$ cat src/rtl/fifo_feeder.sv
// fifo_feeder - load/drain controller for a bank of LANES shift-register
// delay buffers, each DEPTH entries deep, feeding a systolic MAC array.
//
// LOAD accepts LANES*DEPTH words over a valid/ready stream. Word k goes to
// lane k/DEPTH. DRAIN shifts zeros into every lane so the buffers present
// their contents to the array.
//
// Build option:
//   FEEDER_SKEW_EN  defined   : staggered drain, lane L enabled for
//                               drain_cnt in [L, L+DEPTH), DEPTH+LANES-1 cycles
//                   undefined : all lanes drain together for DEPTH cycles
//
// Ports:
//   clk, rst_n     clock, asynchronous active-low reset
//   start          begin a load (honoured only in IDLE)
//   in_valid       input word valid
//   in_data        input word
//   in_ready       word accepted this cycle when in_valid (LOAD only)
//   fifo_en        per-lane shift enable to the delay buffers
//   fifo_d         per-lane shift-in data, lane L at [L*BITS +: BITS]
//   lane_valid     lane L buffer output holds a valid operand
//   busy           controller not idle
//   done           one-cycle pulse when the drain completes
//
// state  | meaning
// -------+-----------------------------------------------------
// IDLE   | waiting for start, no stream handshake
// LOAD   | accepting words, steering each to its lane
// DRAIN  | shifting zeros in, lane_valid marks live operands
// DONE   | one-cycle completion pulse, then back to IDLE
module fifo_feeder #(
  parameter int LANES = 8,
  parameter int DEPTH = 8,
  parameter int BITS  = 8
) (
  input  logic                  clk,
  input  logic                  rst_n,
  input  logic                  start,
  input  logic                  in_valid,
  input  logic [BITS-1:0]       in_data,
  output logic                  in_ready,
  output logic [LANES-1:0]      fifo_en,
  output logic [LANES*BITS-1:0] fifo_d,
  output logic [LANES-1:0]      lane_valid,
  output logic                  busy,
  output logic                  done
);

  localparam int TOTAL = LANES * DEPTH;
  localparam int WW    = $clog2(TOTAL) + 1;
  localparam int LW    = $clog2(LANES);
  localparam int PW    = $clog2(DEPTH);
`ifdef FEEDER_SKEW_EN
  localparam int DRAIN_LEN = DEPTH + LANES - 1;
`else
  localparam int DRAIN_LEN = DEPTH;
`endif
  localparam int DW = $clog2(DRAIN_LEN) + 1;

  localparam logic [WW-1:0] LAST_WORD  = WW'(TOTAL - 1);
  localparam logic [PW-1:0] LAST_POS   = PW'(DEPTH - 1);
  localparam logic [DW-1:0] LAST_DRAIN = DW'(DRAIN_LEN - 1);

  typedef enum logic [1:0] {S_IDLE, S_LOAD, S_DRAIN, S_DONE} state_t;

  state_t        state_q, state_d;
  logic [WW-1:0] word_cnt;
  logic [LW-1:0] lane_cnt;   // lane of the next word (word_cnt / DEPTH)
  logic [PW-1:0] pos_cnt;    // position within that lane (word_cnt % DEPTH)
  logic [DW-1:0] drain_cnt;

  logic accept;
  logic last_word;
  logic last_drain;

  assign accept     = (state_q == S_LOAD) && in_valid;
  assign last_word  = accept && (word_cnt == LAST_WORD);
  assign last_drain = (state_q == S_DRAIN) && (drain_cnt == LAST_DRAIN);

  always_ff @(posedge clk or negedge rst_n) begin
    if (!rst_n) begin
      state_q <= S_IDLE;
    end else begin
      state_q <= state_d;
    end
  end

  always_comb begin
    state_d = state_q;
    case (state_q)
      S_IDLE:  if (start) state_d = S_LOAD;
      S_LOAD:  if (last_word) state_d = S_DRAIN;
      S_DRAIN: if (last_drain) state_d = S_DONE;
      S_DONE:  state_d = S_IDLE;
      default: state_d = S_IDLE;
    endcase
  end

  // Lane and position are tracked separately so the steering decode needs
  // no divider when DEPTH is not a power of two.
  always_ff @(posedge clk or negedge rst_n) begin
    if (!rst_n) begin
      word_cnt  <= '0;
      lane_cnt  <= '0;
      pos_cnt   <= '0;
      drain_cnt <= '0;
    end else begin
      if (state_q == S_IDLE && start) begin
        word_cnt  <= '0;
        lane_cnt  <= '0;
        pos_cnt   <= '0;
        drain_cnt <= '0;
      end else if (accept) begin
        word_cnt <= word_cnt + WW'(1);
        if (pos_cnt == LAST_POS) begin
          pos_cnt  <= '0;
          lane_cnt <= lane_cnt + LW'(1);
        end else begin
          pos_cnt <= pos_cnt + PW'(1);
        end
      end else if (state_q == S_DRAIN && !last_drain) begin
        drain_cnt <= drain_cnt + DW'(1);
      end
    end
  end

`ifdef FEEDER_SKEW_EN
  int drain_idx;
  assign drain_idx = int'(drain_cnt);
`endif

  always_comb begin
    in_ready   = 1'b0;
    fifo_en    = '0;
    fifo_d     = '0;
    lane_valid = '0;
    busy       = (state_q != S_IDLE);
    done       = (state_q == S_DONE);
    case (state_q)
      S_LOAD: begin
        in_ready = 1'b1;
        // The accepted word is steered to its lane in the same cycle.
        if (in_valid) begin
          for (int l = 0; l < LANES; l++) begin
            if (lane_cnt == LW'(l)) begin
              fifo_en[l]             = 1'b1;
              fifo_d[l*BITS +: BITS] = in_data;
            end
          end
        end
      end
      S_DRAIN: begin
`ifdef FEEDER_SKEW_EN
        for (int l = 0; l < LANES; l++) begin
          fifo_en[l] = (drain_idx >= l) && (drain_idx < l + DEPTH);
        end
`else
        fifo_en = '1;
`endif
        lane_valid = fifo_en;
      end
      default: ;
    endcase
  end

endmodule

$ cat config.mk
export PLATFORM = sky130hd
export DESIGN_NAME = fifo_feeder
export DESIGN_NICKNAME = d
export VERILOG_FILES = /design/src/rtl/fifo_feeder.sv
export SDC_FILE = /design/constraint.sdc
export NUM_CORES = 1
export LEC_CHECK = 0
export ABC_AREA = 1
export BUFFER_PORTS_ARGS = -buffer_cell sky130_fd_sc_hd__buf_4
export CAP_MARGIN = 20
export CORE_MARGIN = 3
export CORE_UTILIZATION = 40
export DETAILED_ROUTE_END_ITERATION = 16
export PLACE_DENSITY = 0.74
export SLEW_MARGIN = 40
export SYNTH_ARGS = -nofsm -noshare
export SYNTH_HDL_FRONTEND = slang
export SYNTH_SLANG_ARGS = --single-unit
$ cat constraint.sdc
create_clock -name clk -period 2.3 [get_ports clk]
set_input_delay 0.46 -clock clk [delete_from_list [all_inputs] [get_ports clk]]
set_output_delay 0.46 -clock clk [all_outputs]
set_load 0.05 [all_outputs]
==> out/results.txt, run 1 <==
Fin crit period - 2214 ps
Nets - 360
Final Hold Vio Count - 0
Hpwl dp - 4.172 mm
Most common cell after layout, fill and taps aside - buf_4
Skew final - 3.720 ps
Final setup vio count - 0
Core area - 3771 µm²
Gr ovfl total - 0
Measured slew at the worst slew-check pin - 509.8 ps
Die Y - 69.48 µm
Worst setup SP type - flip-flop
Bufs and invs on worst path - 4
TritonCTS clock tree - done
Syn_area_per_cell - 6.771 µm²
Flops & latches, synth - 19
H-tree levels - 1
Cts-stage hold buffer count - 0
Max Cap Viol - 0
Yosys cell types - 21
Worst hold margin - 64.90 ps
Avg Vias per Cell - 4.811
Warnings, synthesis - 0
CP arrival - 1750 ps
Clock Root Buffer - clkbuf_8
Rel. slew slack - 65.93%
Area grow syn2layout - 73.14%
Die width - 69.48 µm
Vias in the first global route - 1687
CTS Buf Count - 3
IO Port Bufs - 94
Fmax - 451.7 MHz
Leading area contributor after synthesis - dfrtp_1
Clk_lat worst skew - 250 ps
Reg clk slew, reported paths - 70 ps
Crit end category - primary output
Gate Count Post-Synth - 238
Die Area - 4827 µm²
First-pass GRT wire length - 8.687 mm
Overall routing resource usage - 21.93%
Top-level port count - 95
CTS Buffer Depth - 2
Crit path max-delay family - buffers and inverters
IR drop worst, VDD - 0.6517 mV
Commonest non-fill, non-tap cells in the layout - buf_4 (92), nor2_2 (56), nand2_1 (39)
Initial antenna violation count - 0
Pins Over Slew Limit - 0
Post-Syn Area - 1612 µm²
LEAKAGE - 1.405 nW
Crit path largest cell delay - 420 ps
Top-area cell type share of the netlist area - 29.50%
# diodes - 0
WL final - 5.372 mm
GPL Wtd Cong - 0.8117
Starting density of the core - 42.73%
Final ANT Viol Nets - 0
DR vias - 1833
Crit-path cells - inv_1 -> ha_1 -> clkinvlp_4 -> buf_12 -> a21oi_4 -> buf_4
PwrDens - 974.6 nW/µm²
Drt drc - 0
Sequential share of the synthesized area - 29.50%
CP required - 1840 ps
WL/cell - 14.10 µm
Final worst-path cycle share - 96.25%
TritonRoute pass-1 iters - 4
Status - finished clean
Worst Hold Class - input pin to asynchronous set/reset pin
Share of layout cells above drive strength 1 - 58.26%
DRT iter0 DRCs - 71
Setup CP Type - flip-flop to primary output
Largest net degree at the start of global routing - 20
Mapped Nets - 264
Clk sinks - 19
RSZ-0062 raised after global routing - no
CP Max Fanout - 8
CP max stage cell - dfrtp_2
Setup TNS - 0 ps
# rows - 22
Top cells by area, synth - dfrtp_1 (30%), nor2_1 (18%), ha_1 (11%)
-- where the power goes --
part           switching [W]  internal [W]
Clock               0.000110      0.000122
Sequential         0.0000970      0.000428
Combinational        0.00136      0.000602
Total                0.00157       0.00115
-- kinds of logic (layout without fill, tap and decap cells) --
family | Yosys count | count (layout) | share of synthesized area, %
AO/OA/AOI/OAI | 22 | 22 | 6.910
XOR/XNOR | 1 | 1 | 0.5436
adder cells (fa/ha/maj) | 14 | 14 | 10.87
buffers and inverters | 39 | 134 | 12.11
flip-flops | 19 | 19 | 29.50
AND/OR/NAND/NOR | 143 | 143 | 40.06
-- stage by stage --
| stage | instance area, µm² | cells | worst slack, ps | util (%) | total power, W |
|---|---|---|---|---|---|
| final | 2790 | 381 | 86.32 | 73.99 | 0.002719 |
| after CTS | 2740 | 380 | 29.46 | 72.66 | 0.002684 |
| after detailed placement | 2614 | 372 | 214.2 | 69.31 | 0.002341 |
| after floorplan | 1918 | 238 | 83.41 | - | 0.001996 |
| after global routing | 2790 | 381 | 1.294 | 73.99 | 0.002891 |
| after global placement | 2614 | 372 | 260.4 | 69.31 | 0.002316 |
-- sequential cells by signal, indices dropped and copies added, names as in the netlist --
signal     flops
drain_cnt      4
word_cnt       7
lane_cnt       3
pos_cnt        3
state_q        2
-- per-layer routing --
layer | vias to the layer above | global-route usage, % | wire (µm)
li1 | 925 | - | -
met4 | 0 | 5.857 | 104
met3 | 10 | 3.768 | 207
met5 | - | 0 | 0
met1 | 852 | 28.11 | 2219
met2 | 46 | 37.82 | 2841
-- synth_stat cells --
| cell type | count |
|---|---|
| a21oi_1 | 15 |
| buf_12 | 1 |
| buf_2 | 1 |
| buf_4 | 7 |
| clkinv_1 | 1 |
| clkinv_4 | 1 |
| dfrtp_1 | 19 |
| ha_1 | 14 |
| inv_1 | 27 |
| inv_2 | 1 |
| nand2_1 | 39 |
| nand2_2 | 1 |
| nand2_4 | 2 |
| nand3_1 | 13 |
| nand3_2 | 2 |
| nand3_4 | 4 |
| nand4_1 | 3 |
| nor2_1 | 79 |
| o21ai_0 | 6 |
| o22ai_1 | 1 |
| xor2_1 | 1 |
-- path summary, 6_finish.rpt --
| kind | start | to | slack, ps | depth (start not counted) |
|---|---|---|---|---|
| max in group asynchronous | rst_n | state_q[1] | 2010 | 1 |
| worst max register to register | state_q[0] | drain_cnt[0] | 530 | 7 |
| worst max-delay path | state_q[0] | fifo_en[2] | 90 | 6 |
| min in group clk | pos_cnt[1] | pos_cnt[1] | 490 | 2 |
| worst min register to register | pos_cnt[1] | pos_cnt[1] | 490 | 2 |
| worst min-delay path | rst_n | word_cnt[5] | 60 | 1 |
-- cell type report --
type | count | area, µm²
well taps | 48 | 60.06
clock buffers | 3 | 41.29
fillers | 311 | 980.9
clock inverters | 1 | 7.507
inverters | 30 | 133.9
repair buffers | 100 | 798.3
multi-input cells | 180 | 1271
flip-flops and latches | 19 | 478.0
-- repair_timing --
| item | 4_1_cts | 5_1_grt |
|---|---|---|
| setup endpoints to repair | 20 | 43 |
| resized for setup | 4 | 12 |
| hold endpoints to repair | 0 | 0 |
| setup buffers | 4 | 1 |
Power figures use the tool's default switching activity.
==> run 2: changes to the inputs <==
Settings changed: HOLD_SLACK_MARGIN set to 0.06.
Clock period 2.3 ns to 2.5 ns, I/O delays scaled along.
==> run 2 against run 1 <==
Power fell by 17%. Register-to-register slack improved by 250 ps. Setup slack improved by 58 ps. Count of clock-buffer cells in the layout did not move. Clock skew fell by 1.7 ps. First-iteration DRC count rose by 35%. Non-clock buffer count fell by 6. Flip-flop and latch count did not move. Cell count fell by 1.6%. Largest power group unchanged. Highest routed layer unchanged.
==> out/results.txt, run 2 (synthesis gave the netlist of run 1 again) <==
Max reg flops - 7 (unchanged)
CP required - 2000 ps (+160 ps)
IO Port Bufs - 94 (unchanged)
Top reg by flops - word_cnt
Skew final - 2.011 ps (-1.710 ps)
Commonest non-fill, non-tap cells in the layout - buf_4 (94), nor2_1 (47), nand2_1 (39)
Final Hold Vio Count - 0 (unchanged)
CTS Buffer Depth - 2 (unchanged)
RSZ-0062 raised after global routing - no
Initial antenna violation count - 0 (unchanged)
Worst setup SP type - flip-flop
Measured slew at the worst slew-check pin - 509.4 ps (-0.4530 ps)
CP arrival - 1860 ps (+110 ps)
Final worst-path cycle share - 94.25%
Final ANT Viol Nets - 0 (unchanged)
R2r setup slk - 780 ps (+250 ps)
Nets - 354 (-1.7%)
Crit path max-delay family - buffers and inverters
Crit end category - primary output
WL/cell - 13.06 µm (-7.4%)
Die width - 69.48 µm (unchanged)
# rows - 22 (unchanged)
Non-Filler Instances - 375 (-1.6%)
CTS Buf Count - 3 (unchanged)
Fmax - 424.4 MHz
Rel. slew slack - 65.96% (about the same)
LEAKAGE - 1.379 nW (-1.8%)
TritonCTS clock tree - done
# fillers - 354 (+14%)
Area grow syn2layout - 55.43%
Crit-path cells - inv_1 -> ha_2 -> clkinvlp_4 -> a21oi_2 -> buf_4
Avg Vias per Cell - 4.659 (-3.2%)
Setup ws final - 143.9 ps (+57.53 ps)
Bufs and invs on worst path - 3 (-1)
PwrDens - 897.7 nW/µm² (-7.9%)
First-pass GRT wire length - 8.038 mm (-7.5%)
Top Registers - word_cnt (7), drain_cnt (4)
Gr ovfl total - 0 (unchanged)
H-tree levels - 1 (unchanged)
Area of the multi-input gates - 1089 µm² (-14%)
Vias in the first global route - 1582 (-6.2%)
Crit path largest cell delay - 410 ps (about the same)
Most common cell after layout, fill and taps aside - buf_4
TritonRoute pass-1 iters - 4 (unchanged)
Final setup vio count - 0 (unchanged)
Pins Over Slew Limit - 0 (unchanged)
Starting density of the core - 42.73% (unchanged)
GPL Wtd Cong - 0.8688 (+7.0%)
Fin crit period - 2356 ps
Core area - 3771 µm² (unchanged)
DR vias - 1747 (-4.7%)
Clk_lat worst skew - 260 ps (about the same)
Status - finished clean
Storage cell area - 475.5 µm² (-0.52%)
Overall routing resource usage - 20.10% (-1.8 points)
Clk sinks - 19 (unchanged)
# diodes - 0 (unchanged)
WL final - 4.898 mm (-8.8%)
Setup CP Type - flip-flop to primary output
Share of layout cells above drive strength 1 - 46.18% (-12 points)
Top-level port count - 95 (unchanged)
Pre-CTS setup slack - 251.2 ps (+36.96 ps)
DRT iter0 DRCs - 96 (+35%)
Die Y - 69.48 µm (unchanged)
CP Max Fanout - 12 (+4)
Max Cap Viol - 0 (unchanged)
Drt drc - 0 (unchanged)
Hpwl dp - 3.936 mm (-5.7%)
Reg clk slew, reported paths - 70 ps (about the same)
Clock Root Buffer - clkbuf_8
IR drop worst, VDD - 0.4785 mV (-27%)
Worst Hold Class - input pin to asynchronous set/reset pin
Inst Count DP - 371 (-0.27%)
Die Area - 4827 µm² (unchanged)
Largest net degree at the start of global routing - 20 (unchanged)
Setup TNS - 0 ps (unchanged)
CP max stage cell - dfrtp_1
run 2: changes by cell type in the layout (fill, tap and decap cells not counted), moves of 2 or more:
cell / delta
buf_6: -6
a21oi_4: -6
buf_4: +2
ha_4: -2
nor2_1: +32
nor2_2: -24
buf_12: -2
dfrtp_1: +2
inv_1: +2
a21oi_2: +6
dfrtp_2: -2
nor2_4: -8
run 2: worst paths after layout:
path / from / end / depth (start not counted)
max: state_q[0] / fifo_en[5] / 5
min: rst_n / word_cnt[6] / 1
max reg2reg: state_q[0] / lane_cnt[1] / 5
min reg2reg: pos_cnt[1] / pos_cnt[1] / 2
max in group asynchronous: rst_n / drain_cnt[0] / 1
min in group clk: pos_cnt[1] / pos_cnt[1] / 2
run 2: per-layer routing:
layer	track usage, %	vias up	wire (µm)
met2	33.90	48	2469
met1	26.18	768	2136
li1	-	924	-
met3	3.623	7	216
met5	0	-	0
met4	5.640	0	76
run 2: cell type report:
type                            instances  area share, %
Multi-Input combinational cell        180          43.46
Timing Repair Buffer                   94          28.17
Sequential cell                        19          18.98
Inverter                               30          5.145
Tap cell                               48          2.398
Clock buffer                            3          1.648
Clock inverter                          1         0.1998
run 2: repair_timing:
item / 4_1_cts / 5_1_grt
hold buffers: 0 / 0
gates cloned: 0 / 0
resized for setup: 2 / 4
setup endpoints to repair: 3 / 50
setup buffers: 0 / 0
run 2: report_power, final:
group / leakage, nW / total (W) / switching [W] / internal [W]
sequential: 0.254 / 0.000469 / 0.0000779 / 0.000391
clock: 0.0255 / 0.000212 / 0.000101 / 0.000111
combinational: 1.10 / 0.00157 / 0.00114 / 0.000430
total: 1.38 / 0.00225 / 0.00132 / 0.000932
run 2: metrics by stage:
stage	util (%)	instance area, µm²	total power, W	hold WS (ps)
after floorplan	-	1739	0.001721	204.4
after global placement	64.37	2427	0.002009	386.2
after detailed placement	64.37	2427	0.002025	388.5
after CTS	65.99	2489	0.002245	105.4
after global routing	66.42	2505	0.002401	109.1
final	66.42	2505	0.002249	94.99
